===== config.mk =====
export PLATFORM = sky130hd
export DESIGN_NAME = pad_stream_tx
export DESIGN_NICKNAME = d
export VERILOG_FILES = /design/src/rtl/pad_stream_tx.sv
export SDC_FILE = /design/constraint.sdc
export NUM_CORES = 1
export LEC_CHECK = 0
export ABC_AREA = 1
export CAP_MARGIN = 20
export CORE_MARGIN = 4
export CORE_UTILIZATION = 51
export CTS_CLUSTER_DIAMETER = 100
export DETAILED_ROUTE_END_ITERATION = 12
export PLACE_DENSITY = 0.87
export SLEW_MARGIN = 20
export SYNTH_ARGS = -nofsm -noshare
export SYNTH_HDL_FRONTEND = slang
export SYNTH_SLANG_ARGS = --single-unit

===== constraint.sdc =====
create_clock -name clk -period 2 [get_ports clk]
set_clock_uncertainty 0.15 [all_clocks]
set_input_delay 0.6 -clock clk [delete_from_list [all_inputs] [get_ports clk]]
set_output_delay 0.6 -clock clk [all_outputs]
set_load 0.02 [all_outputs]

===== src/rtl/pad_stream_tx.sv =====
// Turns a raw IMG_W x STRIP_H pixel strip into the zero-padded (IMG_W+2) x (STRIP_H+2)
// raster so the 3x3 window buffer fills linearly from address 0 with one-pixel borders.
module pad_stream_tx #(
  parameter int DW      = 8,
  parameter int IMG_W   = 256,
  parameter int STRIP_H = 32
) (
  input  logic          clk,
  input  logic          rst,
  input  logic          start,
  input  logic          in_valid,
  input  logic [DW-1:0] in_pixel,
  output logic          in_ready,
  output logic          wr,
  output logic [DW-1:0] pixelw,
  output logic          busy,
  output logic          done
);

  localparam int COL_W = $clog2(IMG_W + 2);
  localparam int ROW_W = $clog2(STRIP_H + 2);

  localparam logic [COL_W-1:0] COL_PAD_LAST  = COL_W'(IMG_W + 1);
  localparam logic [COL_W-1:0] COL_DATA_LAST = COL_W'(IMG_W - 1);
  localparam logic [ROW_W-1:0] ROW_LAST      = ROW_W'(STRIP_H - 1);

  typedef enum logic [2:0] {
    S_IDLE,
    S_TOP,
    S_LEFT,
    S_DATA,
    S_RIGHT,
    S_BOT,
    S_FIN
  } state_t;

  state_t           r_state;
  state_t           w_state_nxt;
  logic [COL_W-1:0] r_col;
  logic [COL_W-1:0] w_col_nxt;
  logic [ROW_W-1:0] r_row;
  logic [ROW_W-1:0] w_row_nxt;
  logic             w_emit;
  logic             w_take;

  logic             r_wr_p1;
  logic [DW-1:0]    r_pixelw_p1;
  logic             r_done_p1;
  logic             r_busy_p1;

  // Pad states emit every cycle; only DATA can stall on in_valid.
  always_comb begin
    w_state_nxt = r_state;
    w_col_nxt   = r_col;
    w_row_nxt   = r_row;
    w_emit      = 1'b0;
    w_take      = 1'b0;
    case (r_state)
      S_IDLE: begin
        if (start) begin
          w_state_nxt = S_TOP;
        end
      end
      S_TOP, S_BOT: begin
        w_emit = 1'b1;
        if (r_col == COL_PAD_LAST) begin
          w_col_nxt   = '0;
          w_state_nxt = (r_state == S_TOP) ? S_LEFT : S_FIN;
        end else begin
          w_col_nxt = r_col + COL_W'(1);
        end
      end
      S_LEFT: begin
        w_emit      = 1'b1;
        w_state_nxt = S_DATA;
      end
      S_DATA: begin
        if (in_valid) begin
          w_emit = 1'b1;
          w_take = 1'b1;
          if (r_col == COL_DATA_LAST) begin
            w_col_nxt   = '0;
            w_state_nxt = S_RIGHT;
          end else begin
            w_col_nxt = r_col + COL_W'(1);
          end
        end
      end
      S_RIGHT: begin
        w_emit = 1'b1;
        if (r_row == ROW_LAST) begin
          w_row_nxt   = '0;
          w_state_nxt = S_BOT;
        end else begin
          w_row_nxt   = r_row + ROW_W'(1);
          w_state_nxt = S_LEFT;
        end
      end
      S_FIN: begin
        w_state_nxt = S_IDLE;
      end
      default: begin
        w_state_nxt = S_IDLE;
      end
    endcase
  end

  assign in_ready = (r_state == S_DATA);

  // Stage p1: registered write strobe, data and status.
  always_ff @(posedge clk) begin
    if (rst) begin
      r_state     <= S_IDLE;
      r_col       <= '0;
      r_row       <= '0;
      r_wr_p1     <= 1'b0;
      r_pixelw_p1 <= '0;
      r_done_p1   <= 1'b0;
      r_busy_p1   <= 1'b0;
    end else begin
      r_state     <= w_state_nxt;
      r_col       <= w_col_nxt;
      r_row       <= w_row_nxt;
      r_wr_p1     <= w_emit;
      r_pixelw_p1 <= w_take ? in_pixel : '0;
      r_done_p1   <= (r_state == S_FIN);
      r_busy_p1   <= (w_state_nxt != S_IDLE);
    end
  end

  assign wr     = r_wr_p1;
  assign pixelw = r_pixelw_p1;
  assign done   = r_done_p1;
  assign busy   = r_busy_p1;

endmodule


==> results of run 1 <==
## through the flow
step | utilization | setup TNS (ns) | cells
3_3_place_gp | 0.671 | 0 | 248
3_5_place_dp | 0.671 | -0.0484 | 248
4_1_cts | 0.693 | 0 | 256
5_1_grt | 0.699 | 0 | 256
2_1_floorplan | - | 0 | 185
6_report | 0.699 | 0 | 256
## registers in the layout, summed over array words and instances, names as in the netlist
register,cells
pixelw,8
busy,1
r_row,6
r_col,9
done,1
r_state,3
wr,1
## timing repair
action / in CTS / in global routing
hold buffers: 0 / 0
gates resized for setup: 12 / 8
endpoints found under the setup margin: 12 / 10
## worst max-delay path by stage
stage / start / to / slack [ns] / cells past startpoint
2_1_floorplan: r_col[0] / busy / 0.30 / 15
3_3_place_gp: in_valid / r_col[5] / 0.007 / 7
3_5_place_dp: in_valid / r_col[5] / -0.04 / 7
4_1_cts: r_state[2] / in_ready / 0.005 / 4
5_1_grt: r_col[0] / busy / 0.02 / 15
6_report: r_col[0] / busy / 0.19 / 15
## logic make-up (layout without fill, tap and decap cells)
kind of cell / count (synthesis) / in the layout / synth area share
flip-flops: 29 / 29 / 0.439
AO/OA/AOI/OAI: 15 / 15 / 0.0614
buffers and inverters: 38 / 79 / 0.113
XOR/XNOR: 4 / 4 / 0.0265
adder cells (fa/ha/maj): 5 / 5 / 0.0473
AND/OR/NAND/NOR: 94 / 94 / 0.313
## cell usage after synthesis
cell	n
nand2_2	2
nand3b_1	1
nor2_2	2
xnor2_1	1
nand2_1	36
nand3_1	11
nor4_1	1
nor3b_1	2
buf_6	1
nand3_2	1
o211ai_1	1
clkinv_1	1
dfxtp_1	29
inv_2	2
nor3_1	3
a31oi_1	1
a211oi_1	1
a21oi_1	5
xor2_1	3
nor2_1	32
o21ai_0	7
nand4_1	2
inv_1	34
nand4_2	1
ha_1	5
## report_power, final
group	total (mW)	switching, mW	internal (mW)
registers	0.600	0.00984	0.590
clock network	0.400	0.197	0.203
logic	0.115	0.0595	0.0559
## metal layers
layer,vias up,GRT usage
li1,649,-
met1,541,0.214
met2,31,0.267
met3,6,0.0746
met4,0,0.0777
met5,-,0
## worst max-delay path, stage by stage, from the launching register on
cell,delay [ns]
dfxtp_2,0.38
ha_4,0.14
nand2_1,0.04
inv_1,0.07
nand2_1,0.06
inv_1,0.07
nand2_1,0.07
inv_1,0.06
ha_1,0.15
nand2_1,0.06
inv_2,0.06
o21ai_0,0.08
nor2_1,0.08
nand2_1,0.07
nand2_2,0.08
nand3_1,0.08
## final cells by class
cell class,instances,area (sq um),area share
Clock buffer,7,65.1,0.0376
Inverter,37,139,0.0802
Tap cell,30,37.5,0.0217
Multi-Input combinational cell,118,608,0.351
Timing Repair Buffer,34,294,0.170
Clock inverter,1,5.00,0.00289
Sequential cell,29,583,0.337
==> results.md, run 1 <==
- Clock-pin slew on the worst setup and hold paths: 0.09 ns
- Synth area leader: dfxtp_1
- Pins Over Slew Limit: 0
- Hold crit path type: reg -> reg
- Fillers: 222
- RSZ-0062 raised after global routing: no
- Largest net degree at the start of global routing: 12
- IO Pins: 24
- Die Area: 3470 sq um
- Number of global-route vias before repair: 1098
- Met3 wire len: 169 um
- Initial antenna violation count: 0
- Routed Antenna Nets: 0
- Initial Utilization: 0.534
- Yosys warns: 0
- Final instance area: 1730 sq um
- Crit-path max FO: 4
- DRT Pass-1 Iters: 4
- Lkg Pwr: 0.880 nW
- Total chip power: 1.12 mW
- Layout cell share with drive strength beyond 1: 0.146
- Uppermost routed layer: met4
- GPL Wtd Cong: 0.834
- Synth Cell Area: 1320 sq um
- Crit Reg-Reg Endpoint: busy
- R2R setup slack: 0.19 ns
- R2R depth: 15
- # clock sinks: 29
- Slew margin rel.: 0.783
- Yosys reg bits: 29
- ANT cells: 0
- CP Launch Type: flip-flop
- Leading cell type in the layout, fill and taps excluded: nand2_1
- First-pass GRT wire length: 4.49 mm
- DRT met1 WL: 1.20 mm
- Setup crit end kind: flip-flop
- Worst hold path cell count: 1
- Status: finished clean
- Die Ht: 58.9 um
- Hold_ws: 0.365 ns
- WHS Endpoint: r_row[0]
- Vias per cell: 4.79
- R2R Path Start: r_col[0]
- Drt first-iter violations: 78
- Final worst-path cycle share: 0.906
- Syn nets: 202
- Worst Path Required: 2.08 ns
- Routed wire per std cell: 10.2 um
- Crit path kind: reg -> reg
- Layout Nets: 242
- Slew of the pin with the lowest slew margin: 0.325 ns
- CTS tree: built
- # setup viols final: 0
- Clock buffer depth: 2
- Hold path start: r_row[0]
- Maxcap violations: 0
- Routed vias: 1227
- Synthesized area per cell: 7.16 sq um
- Num rows: 18
- Number of setup buffers added after CTS: 0
- Detailed placement HPWL: 2.04 mm
- Final WL: 2.61 mm
- Chip width: 58.9 um
- Commonest cells after routing, fill and taps aside: nand2_1, inv_1, nor2_1
- GRT overflow: 0
- Sequential area share after synthesis: 0.439
- TritonCTS Buffers: 5
- Area post-placement: 1660 sq um
- F_max: 552 MHz
- Worst skew pair latency: 0.33 ns
- Core ar.: 2480 sq um
- Cells after Synth: 185
- IO buf count: 23
- Synth area leaders: dfxtp_1, nand2_1, inv_1
- Pwr Density: 644 nW/um^2
- VDD IR max: 546 uV
- Root Driver: clkbuf_4
- P&R area growth vs syn: 30.8%
- Worst slack at placement: -0.0397 ns
- Worst path arrival time: 1.89 ns
- Htree depth: 2
- Slack of the critical path: 0.189 ns
- Met2 WL: 1.20 mm
- Share of the synthesized area in the top cell type: 0.439
- Residual DRC: 0
- Yosys cell types: 25
- Min Clock Period, post-route: 1.81 ns
- All-Layer GR Usage: 0.175
- Final hold viol count: 0
(Power assumes the default switching activity.)
==> inputs of run 2 (changes only) <==
- CORE_ASPECT_RATIO: default -> 1.4
- CORE_UTILIZATION: 51 -> 55
- PLACE_DENSITY: 0.87 -> 0.92
- clock period: 2 -> 2.2 ns (I/O delays scaled with it)
==> run 2 against run 1 <==
Non-clock buffer count down 6. Core utilization up 4.4 points. Routed wire length is 5.1% higher. Combinational power fell by 16%. Design area fell by 4.5%. Via count is 1.5% higher. Setup slack got worse by 0.065 ns. Clock power down 24%. Critical path type is now reg -> out. Sequential power fell by 9.0%.
==> results.md, run 2 (synthesized netlist as in run 1, its figures left out) <==
- Residual DRC: 0
- IO Pins: 24
- All-Layer GR Usage: 0.195
- Final instance area: 1650 sq um
- # setup viols final: 0
- WP buf/inv: 1
- Initial antenna violation count: 0
- Post-route insts no fill: 242
- Slew margin rel.: 0.808
- Htree depth: 2
- Met1 Track Usage GR: 0.183
- P&R area growth vs syn: 25.0%
- Pwr Density: 572 nW/um^2
- Final worst-path cycle share: 0.944
- Sequential share of power: 0.577
- ANT cells: 0
- Detailed placement HPWL: 2.13 mm
- CP startpoint: done
- VDD IR max: 466 uV
- Layer with the highest usage: met2
- # clock sinks: 29
- Grt met3 use: 0.0564
- Layout Nets: 236
- Final WL: 2.75 mm
- DRT Pass-1 Iters: 4
- IO buf count: 23
- Setup TNS: 0 ns
- GRT overflow: 0
- Clock-pin slew on the worst setup and hold paths: 0.10 ns
- First-pass GRT wire length: 4.79 mm
- Root Driver: clkbuf_4
- Hold crit path type: reg -> reg
- Clock Power Share: 0.321
- Chip width: 49.5 um
- Cts hold-fix bufs: 0
- Num rows: 20
- Drt first-iter violations: 28
- Area post-placement: 1610 sq um
- Largest net degree at the start of global routing: 13
- Peak per-stage delay on the critical path: 0.60 ns
- Routed Antenna Nets: 0
- Hold path start: r_col[0]
- CP Launch Type: flip-flop
- Sw Share: 0.256
- Fillers: 154
- Crit-path max FO: 1
- Setup crit end kind: primary output
- Lkg Pwr: 0.793 nW
- Crit path kind: reg -> out
- Cell count after placement: 234
- Initial Utilization: 0.594
- TritonCTS Buffers: 5
- Status: finished clean
- Gate power share: 0.102
- Pins Over Slew Limit: 0
- Crit-path cells: clkdlybuf4s50_1
- Routed wire per std cell: 11.3 um
- Routed vias: 1245
- Number of global-route vias before repair: 1227
- Die Area: 3270 sq um
- Maxcap violations: 0
- GR Layer Usage met2: 0.367
- Die Ht: 66.1 um
- Min Clock Period, post-route: 2.08 ns
- Clock buffer depth: 2
- Util after Layout: 0.743
- Net Switching: 242 uW
- Commonest cells after routing, fill and taps aside: nand2_1, inv_1, nor2_1
- Worst path slowest cell: clkdlybuf4s50_1
- Top reg by flops: r_col
- Core ar.: 2230 sq um
- Worst path arrival time: 1.27 ns
- Layout cell share with drive strength beyond 1: 0.0955
- Largest register FFs: 9
- CP delay by family, top: buffers and inverters
- R2R Path Start: r_col[0]
- Worst skew pair latency: 0.33 ns
- Vias per cell: 5.14
- Final hold viol count: 0
- Cell Int Power: 703 uW
- F_max: 482 MHz
- Worst Path Required: 1.39 ns
- GPL Wtd Cong: 0.866
- RSZ-0062 raised after global routing: no
- Number of setup buffers added after CTS: 0
- CTS tree: built
- Leading cell type in the layout, fill and taps excluded: nand2_1
- Slew of the pin with the lowest slew margin: 0.288 ns
## run 2: cell count changes in the layout (fill, tap and decap cells not counted), sizes merged
cell / delta
clkbuf: -1
clkinv: +1
clkdlybuf4s50: +11
dlygate4sd2: -11
buf: -6
## run 2: final cells by class
class	count	area (sq um)	area share
repair buffers	28	263	0.159
clock inverters	2	10.0	0.00605
inverters	37	139	0.0840
flip-flops and latches	29	581	0.351
multi-input cells	118	593	0.359
clock buffers	6	41.3	0.0250
well taps	22	27.5	0.0166
## run 2: metrics by stage
stage	hold WS, ns	total power, mW	setup slack [ns]
after floorplan	0.313	0.614	0.502
after global placement	0.333	0.650	0.0906
after detailed placement	0.355	0.654	0.0305
after CTS	0.367	0.958	0.0302
after global routing	0.396	0.994	0.0582
final	0.366	0.946	0.124
## run 2: worst register-to-register path, delay by kind of cell (launching register included)
kind	cells	cell delay [ns]
AO/OA/AOI/OAI	1	0.10
adder cells (fa/ha/maj)	2	0.34
buffers and inverters	4	0.28
flip-flops	1	0.39
AND/OR/NAND/NOR	8	0.55
## run 2: path summary, 6_finish.rpt
kind | to | depth (start not counted) | slack, ns
hold / removal | r_col[0] | 2 | 0.37
setup / recovery | done | 1 | 0.12
hold reg to reg | r_col[0] | 2 | 0.37
setup reg to reg | busy | 15 | 0.27
## run 2: metal layers
layer	part of all wire	wire length, um
met2	0.52	1440
met1	0.41	1130
met4	0.021	58
met3	0.044	122
met5	0	0
## run 2: power groups by stage
stage	clock [mW]	combinational [mW]	sequential, mW
2_1_floorplan	0	0.0538	0.560
3_3_place_gp	0	0.0934	0.557
3_5_place_dp	0	0.0962	0.558
4_1_cts	0.315	0.0973	0.546
5_1_grt	0.337	0.109	0.548
6_report	0.303	0.0966	0.546
## run 2: repair_timing
action / CTS / global route
pin swaps: 0 / 0
endpoints found under the setup margin: 1 / 1
resized for setup: 1 / 2
==> inputs of run 3 (changes only) <==
- REMOVE_ABC_BUFFERS: default -> 1
==> run 3 against run 2 <==
Clock-buffer cell count up 1. Core utilization up 0.56 points. Non-clock buffer count up 1. Worst hold slack worse by 0.022 ns. Cell count unchanged. Die area unchanged. Critical path depth unchanged. Design area up 0.76%. Setup slack worse by 0.0045 ns. Global-route usage up 0.66 points.
==> results.md, run 3 (synthesized netlist as in run 1, its figures left out) <==
- Status: finished clean
- Maxcap violations: 0
- Final hold viol count: 0
- # clock sinks: 29
- Pins Over Slew Limit: 0
- Worst path slowest cell: clkdlybuf4s50_1
- VDD IR max: 458 uV
- Residual DRC: 0
- All-Layer GR Usage: 0.201
- Die Area: 3270 sq um
- Number of global-route vias before repair: 1190
- Final instance area: 1670 sq um
- Worst Path Required: 1.39 ns
- Root Driver: clkbuf_4
- Slew of the pin with the lowest slew margin: 0.315 ns
- Chip width: 49.5 um
- Leading cell type in the layout, fill and taps excluded: nand2_1
- CP delay by family, top: buffers and inverters
- Drt first-iter violations: 30
- Routed Antenna Nets: 0
- P&R area growth vs syn: 25.9%
- Peak per-stage delay on the critical path: 0.60 ns
- Setup TNS: 0 ns
- Cell count after placement: 235
- R2R setup slack: 0.28 ns
- Htree depth: 2
- Initial antenna violation count: 0
- Layout Nets: 237
- Lkg Pwr: 0.797 nW
- IO buf count: 23
- CTS tree: built
- Hold crit path type: reg -> reg
- Final worst-path cycle share: 0.946
- Clock-pin slew on the worst setup and hold paths: 0.09 ns
- Area post-placement: 1620 sq um
- ANT cells: 0
- Clock buffer depth: 2
- First-pass GRT wire length: 4.93 mm
- Slew margin rel.: 0.789
- Vias per cell: 5.02
- F_max: 481 MHz
- Commonest cells after routing, fill and taps aside: nand2_1, inv_1, nor2_1
- Crit-path cells: clkdlybuf4s50_1
- Routed wire per std cell: 11.9 um
- TritonCTS Buffers: 5
- Pwr Density: 586 nW/um^2
- Number of setup buffers added after CTS: 0
- CP Launch Type: flip-flop
- Worst hold path cell count: 2
- Initial Utilization: 0.594
- Hold path start: r_col[0]
- Cts hold-fix bufs: 0
- R2R Path Start: r_col[1]
- Crit path kind: reg -> out
- RSZ-0062 raised after global routing: no
- Layout cell share with drive strength beyond 1: 0.100
- Post-route insts no fill: 242
- Worst path arrival time: 1.27 ns
- Routed vias: 1215
- Detailed placement HPWL: 2.30 mm
- Top reg by flops: r_col
- WP buf/inv: 1
- Largest register FFs: 9
- IO Pins: 24
- DRT Pass-1 Iters: 4
- GPL Wtd Cong: 0.920
- Crit Reg-Reg Endpoint: busy
- Crit-path max FO: 1
- GRT overflow: 0
- R2R depth: 15
- Worst skew pair latency: 0.33 ns
- # setup viols final: 0
- Min Clock Period, post-route: 2.08 ns
- Num rows: 20
- Core ar.: 2230 sq um
- Die Ht: 66.1 um
- Largest net degree at the start of global routing: 13
- Setup crit end kind: primary output
- WHS Endpoint: r_col[0]
- Final WL: 2.88 mm
-- run 3: cell types whose count changed in the layout (fill, tap and decap cells not counted), sizes merged --
cell | previous run | this run
clkbuf | 7 | 8
buf | 5 | 6
clkinv | 3 | 1
-- run 3: layout make-up --
class                   instances  area, sq um
clock buffers                   7         55.1
fillers                       158          561
inverters                      37          139
multi-input cells             118          593
flip-flops and latches         29          582
well taps                      22         27.5
repair buffers                 29          270
-- run 3: timing repair --
| action | in CTS | in global routing |
|---|---|---|
| gates resized for setup | 1 | 3 |
| cloned | 0 | 0 |
| endpoints found under the hold margin | 0 | 0 |
| endpoints found under the setup margin | 1 | 2 |
-- run 3: per-layer routing --
metal / global-route usage / wire length (um) / vias up / part of all wire
li1: - / - / 634 / -
met1: 0.193 / 1080 / 552 / 0.38
met2: 0.378 / 1630 / 22 / 0.56
met3: 0.0609 / 111 / 7 / 0.039
met4: 0.111 / 62 / 0 / 0.022
met5: 0 / 0 / - / 0
-- run 3: how the worst max path moves through the flow --
| stage | from | end | slack (ns) | depth (start not counted) |
|---|---|---|---|---|
| finish | pixelw[4] | pixelw[4] | 0.12 | 1 |
| global route | r_col[1] | busy | 0.01 | 15 |
| CTS | r_state[2] | in_ready | 0.04 | 4 |
| detailed placement | in_valid | r_col[5] | 0.06 | 7 |
| global placement | in_valid | r_col[5] | 0.10 | 7 |
| floorplan | r_col[0] | busy | 0.50 | 15 |
-- run 3: through the flow --
step / hold slack, ns / total power [mW] / utilization / setup slack, ns
2_1_floorplan: 0.313 / 0.610 / - / 0.502
3_3_place_gp: 0.338 / 0.653 / 0.725 / 0.100
3_5_place_dp: 0.355 / 0.658 / 0.725 / 0.0637
4_1_cts: 0.364 / 0.987 / 0.749 / 0.0445
5_1_grt: 0.372 / 1.02 / 0.748 / 0.0110
6_report: 0.344 / 0.977 / 0.748 / 0.119
-- run 3: where the power goes --
part	switching [mW]	leakage, nW	internal, mW	total (mW)
sequential	0.00802	0.235	0.536	0.544
combinational	0.0542	0.530	0.0484	0.103
clock	0.180	0.0314	0.151	0.330
total	0.242	0.797	0.735	0.977
